==> src/rtl/text_pkg.sv <==
// Shared constants and types for the text-cell RAM writer.
package text_pkg;
  localparam int TEXT_ROWS   = 32;
  localparam int TEXT_COLS   = 32;
  localparam int TEXT_ADDR_W = 10;
  localparam int TEXT_ROW_W  = $clog2(TEXT_ROWS);
  localparam int TEXT_COL_W  = $clog2(TEXT_COLS);

  localparam logic [7:0] CHAR_LF = 8'h0A;
  localparam logic [7:0] CHAR_FF = 8'h0C;

  typedef enum logic [1:0] {
    ST_IDLE  = 2'd0,
    ST_WRITE = 2'd1,
    ST_CLEAR = 2'd2
  } writer_state_t;
endpackage

==> src/rtl/text_ram_writer_if.sv <==
// Character stream, RAM write port and status bundle of the text RAM writer.
// master: character source / top level; slave: the writer itself.
interface text_ram_writer_if;
  import text_pkg::*;

  logic                   wr_window;
  logic                   char_valid;
  logic [7:0]             char_data;
  logic                   char_ready;
  logic [TEXT_ADDR_W-1:0] ram_addr;
  logic [7:0]             ram_din;
  logic                   ram_we;
  logic                   bus_own;
  logic [TEXT_ROW_W-1:0]  cursor_row;
  logic [TEXT_COL_W-1:0]  cursor_col;
  logic                   busy;

  modport master (
    output wr_window, char_valid, char_data,
    input  char_ready, ram_addr, ram_din, ram_we, bus_own,
           cursor_row, cursor_col, busy
  );

  modport slave (
    input  wr_window, char_valid, char_data,
    output char_ready, ram_addr, ram_din, ram_we, bus_own,
           cursor_row, cursor_col, busy
  );
endinterface

==> src/rtl/text_ram_writer_cursor.sv <==
// Cursor row/column register pair. Priority: home > newline > advance.
// Advance wraps the column into the next row and the last cell back to 0,0.
module text_cursor
  import text_pkg::*;
(
  input  logic                  clk,
  input  logic                  reset,
  input  logic                  advance,
  input  logic                  newline,
  input  logic                  home,
  output logic [TEXT_ROW_W-1:0] row,
  output logic [TEXT_COL_W-1:0] col
);
  localparam logic [TEXT_ROW_W-1:0] ROW_ONE = 1;
  localparam logic [TEXT_COL_W-1:0] COL_ONE = 1;
  localparam logic [TEXT_COL_W-1:0] COL_MAX = TEXT_COL_W'(TEXT_COLS - 1);

  logic [TEXT_ROW_W-1:0] r_row;
  logic [TEXT_COL_W-1:0] r_col;

  // Cursor update; row arithmetic wraps naturally because the grid is a power of two.
  always_ff @(posedge clk or posedge reset) begin
    if (reset) begin
      r_row <= '0;
      r_col <= '0;
    end else if (home) begin
      r_row <= '0;
      r_col <= '0;
    end else if (newline) begin
      r_row <= r_row + ROW_ONE;
      r_col <= '0;
    end else if (advance) begin
      if (r_col == COL_MAX) begin
        r_col <= '0;
        r_row <= r_row + ROW_ONE;
      end else begin
        r_col <= r_col + COL_ONE;
      end
    end
  end

  assign row = r_row;
  assign col = r_col;
endmodule

==> src/rtl/text_ram_writer.sv <==
// Text-cell RAM writer: accepts characters, writes them under the cursor,
// handles line feed and form feed (full-screen clear).
// Optional macro CLEAR_ON_RESET_EN: come out of reset already clearing.
module text_ram_writer
  import text_pkg::*;
#(
  parameter logic [7:0] FILL_CHAR = 8'h00
) (
  input logic              clk,
  input logic              reset,
  text_ram_writer_if.slave bus
);
  localparam logic [TEXT_ADDR_W:0] CNT_ONE = 1;

`ifdef CLEAR_ON_RESET_EN
  localparam writer_state_t RESET_STATE = ST_CLEAR;
  localparam logic          RESET_BUSY  = 1'b1;
`else
  localparam writer_state_t RESET_STATE = ST_IDLE;
  localparam logic          RESET_BUSY  = 1'b0;
`endif

  writer_state_t          r_state, w_state_next;
  // Next clear address; the top bit set means address 1023 has been issued.
  logic [TEXT_ADDR_W:0]   r_clr_cnt, w_clr_cnt_next;
  logic [TEXT_ADDR_W-1:0] r_ram_addr, w_ram_addr_next;
  logic [7:0]             r_ram_din, w_ram_din_next;
  logic                   r_ram_we, w_ram_we_next;
  logic                   r_busy, w_busy_next;
  logic                   w_char_ready, w_xfer;
  logic                   w_adv, w_nl, w_home;
  logic [TEXT_ROW_W-1:0]  w_row;
  logic [TEXT_COL_W-1:0]  w_col;

  assign w_char_ready = (r_state == ST_IDLE) && bus.wr_window;
  assign w_xfer       = w_char_ready && bus.char_valid;

  text_cursor u_cursor (
    .clk     (clk),
    .reset   (reset),
    .advance (w_adv),
    .newline (w_nl),
    .home    (w_home),
    .row     (w_row),
    .col     (w_col)
  );

  // State and output registers; reset drops the write strobe immediately.
  always_ff @(posedge clk or posedge reset) begin
    if (reset) begin
      r_state    <= RESET_STATE;
      r_clr_cnt  <= '0;
      r_ram_addr <= '0;
      r_ram_din  <= '0;
      r_ram_we   <= 1'b0;
      r_busy     <= RESET_BUSY;
    end else begin
      r_state    <= w_state_next;
      r_clr_cnt  <= w_clr_cnt_next;
      r_ram_addr <= w_ram_addr_next;
      r_ram_din  <= w_ram_din_next;
      r_ram_we   <= w_ram_we_next;
      r_busy     <= w_busy_next;
    end
  end

  // Next-state and next-output decode; a write is issued one cycle ahead of the strobe.
  always_comb begin
    w_state_next    = r_state;
    w_clr_cnt_next  = r_clr_cnt;
    w_ram_addr_next = r_ram_addr;
    w_ram_din_next  = r_ram_din;
    w_ram_we_next   = 1'b0;
    w_busy_next     = r_busy;
    w_adv           = 1'b0;
    w_nl            = 1'b0;
    w_home          = 1'b0;
    case (r_state)
      ST_IDLE: begin
        if (w_xfer) begin
          if (bus.char_data == CHAR_FF) begin
            // Address 0 is issued right away so the clear starts next cycle.
            w_state_next    = ST_CLEAR;
            w_busy_next     = 1'b1;
            w_ram_addr_next = '0;
            w_ram_din_next  = FILL_CHAR;
            w_ram_we_next   = 1'b1;
            w_clr_cnt_next  = CNT_ONE;
          end else if (bus.char_data == CHAR_LF) begin
            w_nl = 1'b1;
          end else begin
            w_state_next    = ST_WRITE;
            w_ram_addr_next = {w_row, w_col};
            w_ram_din_next  = bus.char_data;
            w_ram_we_next   = 1'b1;
            w_adv           = 1'b1;
          end
        end
      end
      ST_WRITE: begin
        w_state_next = ST_IDLE;
      end
      ST_CLEAR: begin
        if (r_clr_cnt[TEXT_ADDR_W]) begin
          // The strobe for address 1023 is active this cycle.
          w_state_next   = ST_IDLE;
          w_busy_next    = 1'b0;
          w_home         = 1'b1;
          w_clr_cnt_next = '0;
        end else if (bus.wr_window) begin
          w_ram_addr_next = r_clr_cnt[TEXT_ADDR_W-1:0];
          w_ram_din_next  = FILL_CHAR;
          w_ram_we_next   = 1'b1;
          w_clr_cnt_next  = r_clr_cnt + CNT_ONE;
        end
      end
      default: begin
        w_state_next = ST_IDLE;
      end
    endcase
  end

  assign bus.char_ready = w_char_ready;
  assign bus.ram_addr   = r_ram_addr;
  assign bus.ram_din    = r_ram_din;
  assign bus.ram_we     = r_ram_we;
  assign bus.bus_own    = r_ram_we;
  assign bus.cursor_row = w_row;
  assign bus.cursor_col = w_col;
  assign bus.busy       = r_busy;
endmodule

==> src/flat_wrapper.sv <==
// flat-port wrapper written by rule: the top's interface ports become plain ports
module text_ram_writer_flat import text_pkg::*;
#(
  parameter logic [7:0] FILL_CHAR = 8'h00
)
  (clk, reset, bus_wr_window, bus_char_valid, bus_char_data, bus_char_ready, bus_ram_addr, bus_ram_din, bus_ram_we, bus_bus_own, bus_cursor_row, bus_cursor_col, bus_busy);
  text_ram_writer_if bus_i ();
  input logic clk;
  input logic reset;
  input wire logic [$bits(bus_i.wr_window)-1:0] bus_wr_window;
  input wire logic [$bits(bus_i.char_valid)-1:0] bus_char_valid;
  input wire logic [$bits(bus_i.char_data)-1:0] bus_char_data;
  output wire logic [$bits(bus_i.char_ready)-1:0] bus_char_ready;
  output wire logic [$bits(bus_i.ram_addr)-1:0] bus_ram_addr;
  output wire logic [$bits(bus_i.ram_din)-1:0] bus_ram_din;
  output wire logic [$bits(bus_i.ram_we)-1:0] bus_ram_we;
  output wire logic [$bits(bus_i.bus_own)-1:0] bus_bus_own;
  output wire logic [$bits(bus_i.cursor_row)-1:0] bus_cursor_row;
  output wire logic [$bits(bus_i.cursor_col)-1:0] bus_cursor_col;
  output wire logic [$bits(bus_i.busy)-1:0] bus_busy;
  assign bus_i.wr_window = bus_wr_window;
  assign bus_i.char_valid = bus_char_valid;
  assign bus_i.char_data = bus_char_data;
  assign bus_char_ready = bus_i.char_ready;
  assign bus_ram_addr = bus_i.ram_addr;
  assign bus_ram_din = bus_i.ram_din;
  assign bus_ram_we = bus_i.ram_we;
  assign bus_bus_own = bus_i.bus_own;
  assign bus_cursor_row = bus_i.cursor_row;
  assign bus_cursor_col = bus_i.cursor_col;
  assign bus_busy = bus_i.busy;
  text_ram_writer #(.FILL_CHAR(FILL_CHAR)) u_core (.clk(clk), .reset(reset), .bus(bus_i));
endmodule
==> config.mk <==
export PLATFORM = sky130hd
export DESIGN_NAME = text_ram_writer_flat
export DESIGN_NICKNAME = d
export VERILOG_FILES = /design/src/rtl/text_pkg.sv /design/src/rtl/text_ram_writer_if.sv /design/src/rtl/text_ram_writer_cursor.sv /design/src/rtl/text_ram_writer.sv /design/src/flat_wrapper.sv
export SDC_FILE = /design/constraint.sdc
export NUM_CORES = 1
export LEC_CHECK = 0
export ABC_AREA = 1
export CORE_MARGIN = 5
export CORE_UTILIZATION = 40
export CTS_BUF_LIST = sky130_fd_sc_hd__clkbuf_4 sky130_fd_sc_hd__clkbuf_8 sky130_fd_sc_hd__clkbuf_16
export CTS_CLUSTER_DIAMETER = 200
export DETAILED_ROUTE_END_ITERATION = 16
export GPL_ROUTABILITY_DRIVEN = 0
export HOLD_SLACK_MARGIN = 0.1
export PLACE_DENSITY_LB_ADDON = 0.15
export SYNTH_ARGS = -nofsm -noshare
export SYNTH_HDL_FRONTEND = slang
export SYNTH_SLANG_ARGS = --single-unit
==> constraint.sdc <==
create_clock -name clk -period 1.3 [get_ports clk]
set_input_delay 0.325 -clock clk [delete_from_list [all_inputs] [get_ports clk]]
set_output_delay 0.325 -clock clk [all_outputs]
set_load 0.01 [all_outputs]
==> impl_metrics.tcl, run 1 <==
set metrics [dict create \
    crit_type "register to register" \
    yosys_warnings 0 \
    routed_via_density 4.95 \
    synth-seq-cells 43 \
    wirelength_um 7270 \
    firstDrtPassIters 4 \
    yosysUniqueCellTypes 29 \
    setup_violations 44 \
    drc_errors 0 \
    p_per_area_nw_per_um2 837 \
    async_flop_share_pct 100 \
    grt_antenna_before_repair 0 \
    max-clock-path-buffers 2 \
    synth_flop_cell "dfrtp_1" \
    rsz0062_at_grt "yes" \
    syn_inst 326 \
    cp_max_fo 7 \
    grt_max_degree 44 \
    core_sq_um 5960 \
    start_kind "register" \
    grt_usage_pct 19.4 \
    numPortBuffers 43 \
    worstPathArrival_ps 1720 \
    finalCritPeriodShare_pct 114 \
    overflow 0 \
    final_core_util_pct 64.2 \
    hold_viol 0 \
    yosys.area.top_type "dfrtp_1" \
    clk_latency_ps 290 \
    fin_cells 513 \
    fin_ws_ps -188 \
    synthTopCellsByArea "dfrtp_1 (43%), nand2_1 (19%), inv_1 (5.6%), nand3_1 (5.5%), nor2_1 (2.7%)" \
    crit_slowest_cell "dfrtp_1" \
    cts_tree "built" \
    maxSlewHeadroom_pct 73.1 \
    dp_cells 481 \
    hpwlAfterDp_um 4960 \
    peakVddDrop_uv 571 \
    fmax_mhz 672 \
    initial_core_util_pct 41.6 \
    die_h_um 88.7 \
    clock_skew_ps 4.77 \
    grt_pass1_vias 2527 \
    synth-seq-area-share_pct 43.5 \
    diodes 0 \
    grt_pass1_wl_um 11900 \
    cts.sinks 43 \
    path_cells "buf_6 -> ha_4 -> nand2_4 -> nor2_2 -> ha_2 -> inv_2 -> nand3_4 -> nor2_4 -> nand2_2 -> nand2_1" \
    synth_most_common_cell "nand2_1" \
    critPathRequiredTime_ps 1530 \
    first_iter_violations 156 \
    root_buffer "clkbuf_8" \
    rows 28 \
    die-area_sq_um 7860 \
    synth_nets 342 \
    drive_gt1_share_pct 35.8 \
    vias 2540 \
    status "finished with violations" \
    synth_top_area_share_pct 43.5 \
    power_w 0.00320 \
    worstMarginPinSlew_ps 404 \
    clk_pin_slew_ps 80 \
    antenna_left 0 \
    min_path_type "input port to register" \
    routedWlPerCell_um 14.2 \
    cp_slowest_stage_delay_ps 400 \
    p_leak_nw 2.05 \
    finalMaxSlewViolations 0 \
    cp-end-kind "register" \
    synth_edf_count 0 \
    nNetsFinal 453 \
    synth_top_cells_by_count "nand2_1 (122), dfrtp_1 (43), inv_1 (37)" \
    syn_area_per_cell_sq_um 7.59 \
    numCtsBuffers 5 \
    htreeDepth 2 \
    violations "setup timing" \
    syn_area_sq_um 2470 \
    area_growth_pct 54.6 \
    io_pins 44 \
    min_period_ps 1490 \
    cap_violations 0 \
    die_x_um 88.7 \
]
registers in the layout, summed over array words and instances (netlist names):
name	count
u_core.bus.bus_own	1
u_core.bus.busy	1
u_core.bus.ram_addr	10
u_core.bus.ram_din	8
u_core.r_clr_cnt	11
u_core.r_state	2
u_core.u_cursor.col	5
u_core.u_cursor.row	5
final cells by class:
cell class	instances	area, sq um
flip-flops and latches	43	1080
clock inverters	1	5.00
clock buffers	7	83.8
well taps	75	93.8
fillers	517	2130
repair buffers	110	1010
multi-input cells	235	1390
inverters	42	169
layout by cell type, fill, tap and decap left out, drive strengths merged, types with 2 or more instances in the layout:
cell	instances
buf	69
clkbuf	13
clkdlybuf4s15	24
clkdlybuf4s50	2
dfrtp	43
dlygate4sd2	9
ha	4
inv	41
nand2	135
nand3	30
nand3b	2
nand4	10
nor2	21
nor3	2
o21ai	16
o22ai	5
or2	3
xor2	4
stage by stage:
stage | hold slack, ps | TNS, ps | cell area, sq um | setup WS (ps)
6_report | 416 | -6300 | 3820 | -188
5_1_grt | 417 | -10110 | 3820 | -283
2_1_floorplan | 323 | -634 | 2490 | -72.6
3_5_place_dp | 464 | -22200 | 3300 | -579
4_1_cts | 401 | -5850 | 3640 | -215
3_3_place_gp | 462 | -21320 | 3300 | -562
worst max-delay path: cells and delay by family (launching register included):
| family | cells | cell delay [ps] |
|---|---|---|
| simple gates | 6 | 510 |
| buf+inv | 2 | 210 |
| fa+ha+maj | 2 | 320 |
| flops | 1 | 400 |
final timing paths:
check | slack (ps) | to | from | cells after the start
max in group asynchronous | 650 | u_core.bus.ram_addr[6] | reset | 3
worst min register to register | 480 | u_core.bus.ram_din[3] | u_core.bus.ram_din[3] | 2
worst max-delay path | -190 | u_core.u_cursor.col[0] | u_core.u_cursor.col[1] | 10
worst min-delay path | 420 | u_core.bus.ram_din[7] | bus_char_data[7] | 3
worst max register to register | -190 | u_core.u_cursor.col[0] | u_core.u_cursor.col[1] | 10
min in group asynchronous | 430 | u_core.bus.ram_din[4] | reset | 3
repair_timing:
item                                    in CTS  in global routing
resized for setup                           91                 61
gates cloned                                 3                  1
setup buffers                               16                  8
endpoints found under the setup margin      74                 69
hold buffers                                 0                  0
pin swaps                                    8                 21
kinds of logic (layout without fill, tap and decap cells):
group	Yosys count	in the layout	synth area share (%)
buf+inv	50	160	9.40
flops	43	43	43.5
fa+ha+maj	4	4	2.02
compound gates	23	23	6.07
xor+xnor	4	4	1.42
simple gates	202	204	37.6
report_power, final:
part | switching (W) | total, W | internal, W
Combinational | 0.000383 | 0.000779 | 0.000396
Sequential | 0.0000956 | 0.00154 | 0.00145
Clock | 0.000459 | 0.000879 | 0.000420
layer usage:
metal / wire length [um] / GRT usage (%) / up-vias
li1: - / - / 1251
met1: 3220 / 26.0 / 1205
met2: 3630 / 32.0 / 75
met3: 302 / 3.35 / 9
met4: 119 / 6.04 / 0
met5: 0 / 0 / -
(Power assumes the default switching activity.)
==> run 2: changes to the inputs <==
- GPL_TIMING_DRIVEN: unset -> 0
==> run 2 against run 1 <==
Against the previous run:
- the flow still finishes with violations (setup timing)
- sequential cell count unchanged
- global-route usage down 1.7 points
- critical endpoint is now u_core.u_cursor.row[2]
- largest cell class unchanged
- clock power up 3.0%
==> impl_metrics.tcl, run 2 (synthesis results as in run 1) <==
set metrics [dict create \
    status "finished with violations" \
    violations "setup timing" \
    initial_core_util_pct 41.6 \
    worstMarginPinSlew_ps 522 \
    numCtsBuffers 5 \
    cts.sinks 43 \
    maxSlewHeadroom_pct 65.1 \
    max-clock-path-buffers 2 \
    finalCritPeriodShare_pct 116 \
    clock_skew_ps 13.2 \
    path_cells "buf_6 -> ha_4 -> nand2_4 -> nor2_2 -> ha_2 -> inv_2 -> nand3_4 -> nand2_4 -> nand2_1 -> nand2_1" \
    wl_met3_um 238 \
    die_x_um 88.7 \
    critPathRequiredTime_ps 1530 \
    drt-met1-wl_um 3130 \
    nFillCells 553 \
    largest_reg_flops 11 \
    rsz0062_at_grt "yes" \
    grt_pass1_vias 2293 \
    regArea_sq_um 1080 \
    clk_latency_ps 310 \
    cp_num_cells 10 \
    cts_tree "built" \
    routed_via_density 4.99 \
    finalMaxSlewViolations 0 \
    hold_viol 0 \
    multiInputGateArea_sq_um 1350 \
    fin_ws_ps -214 \
    vias 2428 \
    root_buffer "clkbuf_8" \
    power_w 0.00314 \
    io_pins 44 \
    path_delay_family "simple AND/OR/NAND/NOR gates" \
    fmax_mhz 661 \
    routedWlPerCell_um 14.1 \
    antenna_left 0 \
    cts_hold_buf 0 \
    grt_pass1_wl_um 10800 \
    first_iter_violations 102 \
    grt_usage_pct 17.7 \
    r2r_cells 10 \
    final_common_cell "nand2_1" \
    drive_gt1_share_pct 34.5 \
    fin_cells 487 \
    dr_wl_met2_um 3330 \
    overflow 0 \
    cap_violations 0 \
    hpwlAfterDp_um 4560 \
    peakVddDrop_uv 524 \
    nNetsFinal 427 \
    grt_max_degree 44 \
    crit_type "register to register" \
    die_h_um 88.7 \
    cp_slowest_stage_delay_ps 400 \
    drc_errors 0 \
    clk_pin_slew_ps 100 \
    min_period_ps 1510 \
    diodes 0 \
    grt_antenna_before_repair 0 \
    crit_slowest_cell "dfrtp_1" \
    cp_num_buf_inv 2 \
    start_kind "register" \
    p_leak_nw 1.87 \
    core_sq_um 5960 \
    area_growth_pct 42.5 \
    routed.top_layer "met4" \
    largest-register "u_core.r_clr_cnt" \
    layout_common_cells "nand2_1 (112), dfrtp_1 (37), buf_4 (31), inv_1 (30), nand3_1 (24)" \
    die-area_sq_um 7860 \
    cp-end-kind "register" \
    wirelength_um 6850 \
    dpl_worst_slack_ps -1030 \
    htreeDepth 2 \
    numPortBuffers 43 \
    cp_max_fo 7 \
    p_per_area_nw_per_um2 892 \
    min_path_type "input port to register" \
    worstPathArrival_ps 1750 \
    firstDrtPassIters 4 \
    setup_violations 38 \
    dp_cells 444 \
    rows 28 \
    finalHoldWorstSlack_ps 389 \
    min_path_cells 3 \
]
run 2: cell count changes in the layout (fill, tap and decap cells not counted), moves of 3 or more:
cell             delta
nand3_2             -6
clkinvlp_4          +3
nand3_1             +6
nand2_2             -7
nand2_1             +7
dfrtp_1             -6
inv_2               +3
buf_6               -3
clkbuf_2           +10
buf_4              -21
dfrtp_2             +6
clkdlybuf4s15_1    -10
inv_1               -3
run 2: power by group:
part | switching (W) | internal [W]
clock | 0.000520 | 0.000385
sequential | 0.000117 | 0.00145
combinational | 0.000333 | 0.000341
run 2: per-layer routing:
metal | GRT usage [%] | vias to the layer above
met1 | 24.3 | 1157
met2 | 28.1 | 56
met3 | 3.07 | 12
li1 | - | 1203
met4 | 6.04 | 0
met5 | 0 | -
run 2: worst min-delay path: stages:
cell and delay (ps):
dlygate4sd2_1 210, nand3_1 80, nand2_1 50
run 2: final timing paths:
check / from / endpoint / slack, ps
setup / recovery: u_core.u_cursor.col[0] / u_core.u_cursor.row[2] / -210
hold / removal: bus_char_data[5] / u_core.bus.ram_din[5] / 390
setup reg to reg: u_core.u_cursor.col[0] / u_core.u_cursor.row[2] / -210
hold reg to reg: u_core.bus.ram_addr[9] / u_core.bus.ram_addr[9] / 490
max in group asynchronous: reset / u_core.u_cursor.row[2] / 440
min in group asynchronous: reset / u_core.bus.ram_din[3] / 490
run 2: timing repair:
item,in CTS,in global routing
gates cloned,1,2
buffers inserted,25,8
resized for setup,128,35
pin swaps,10,13
endpoints found under the setup margin,73,69
run 2: stage by stage:
step                cell area [sq um]  TNS [ps]  utilization, %
floorplan                        2490      -634               -
global placement                 3020    -30370            50.6
detailed placement               3020    -31090            50.6
CTS                              3460     -4480            58.0
global route                     3530     -8380            59.2
finish                           3530     -5080            59.2
run 2: layout make-up:
type                            count  area share, %
Buffer                              8           2.91
Clock buffer                        5           1.95
Clock inverter                      3          0.674
Inverter                           42           4.72
Multi-Input combinational cell    234           38.3
Sequential cell                    43           30.7
Tap cell                           75           2.66
Timing Repair Buffer               76           17.8
Timing Repair inverter              1          0.213
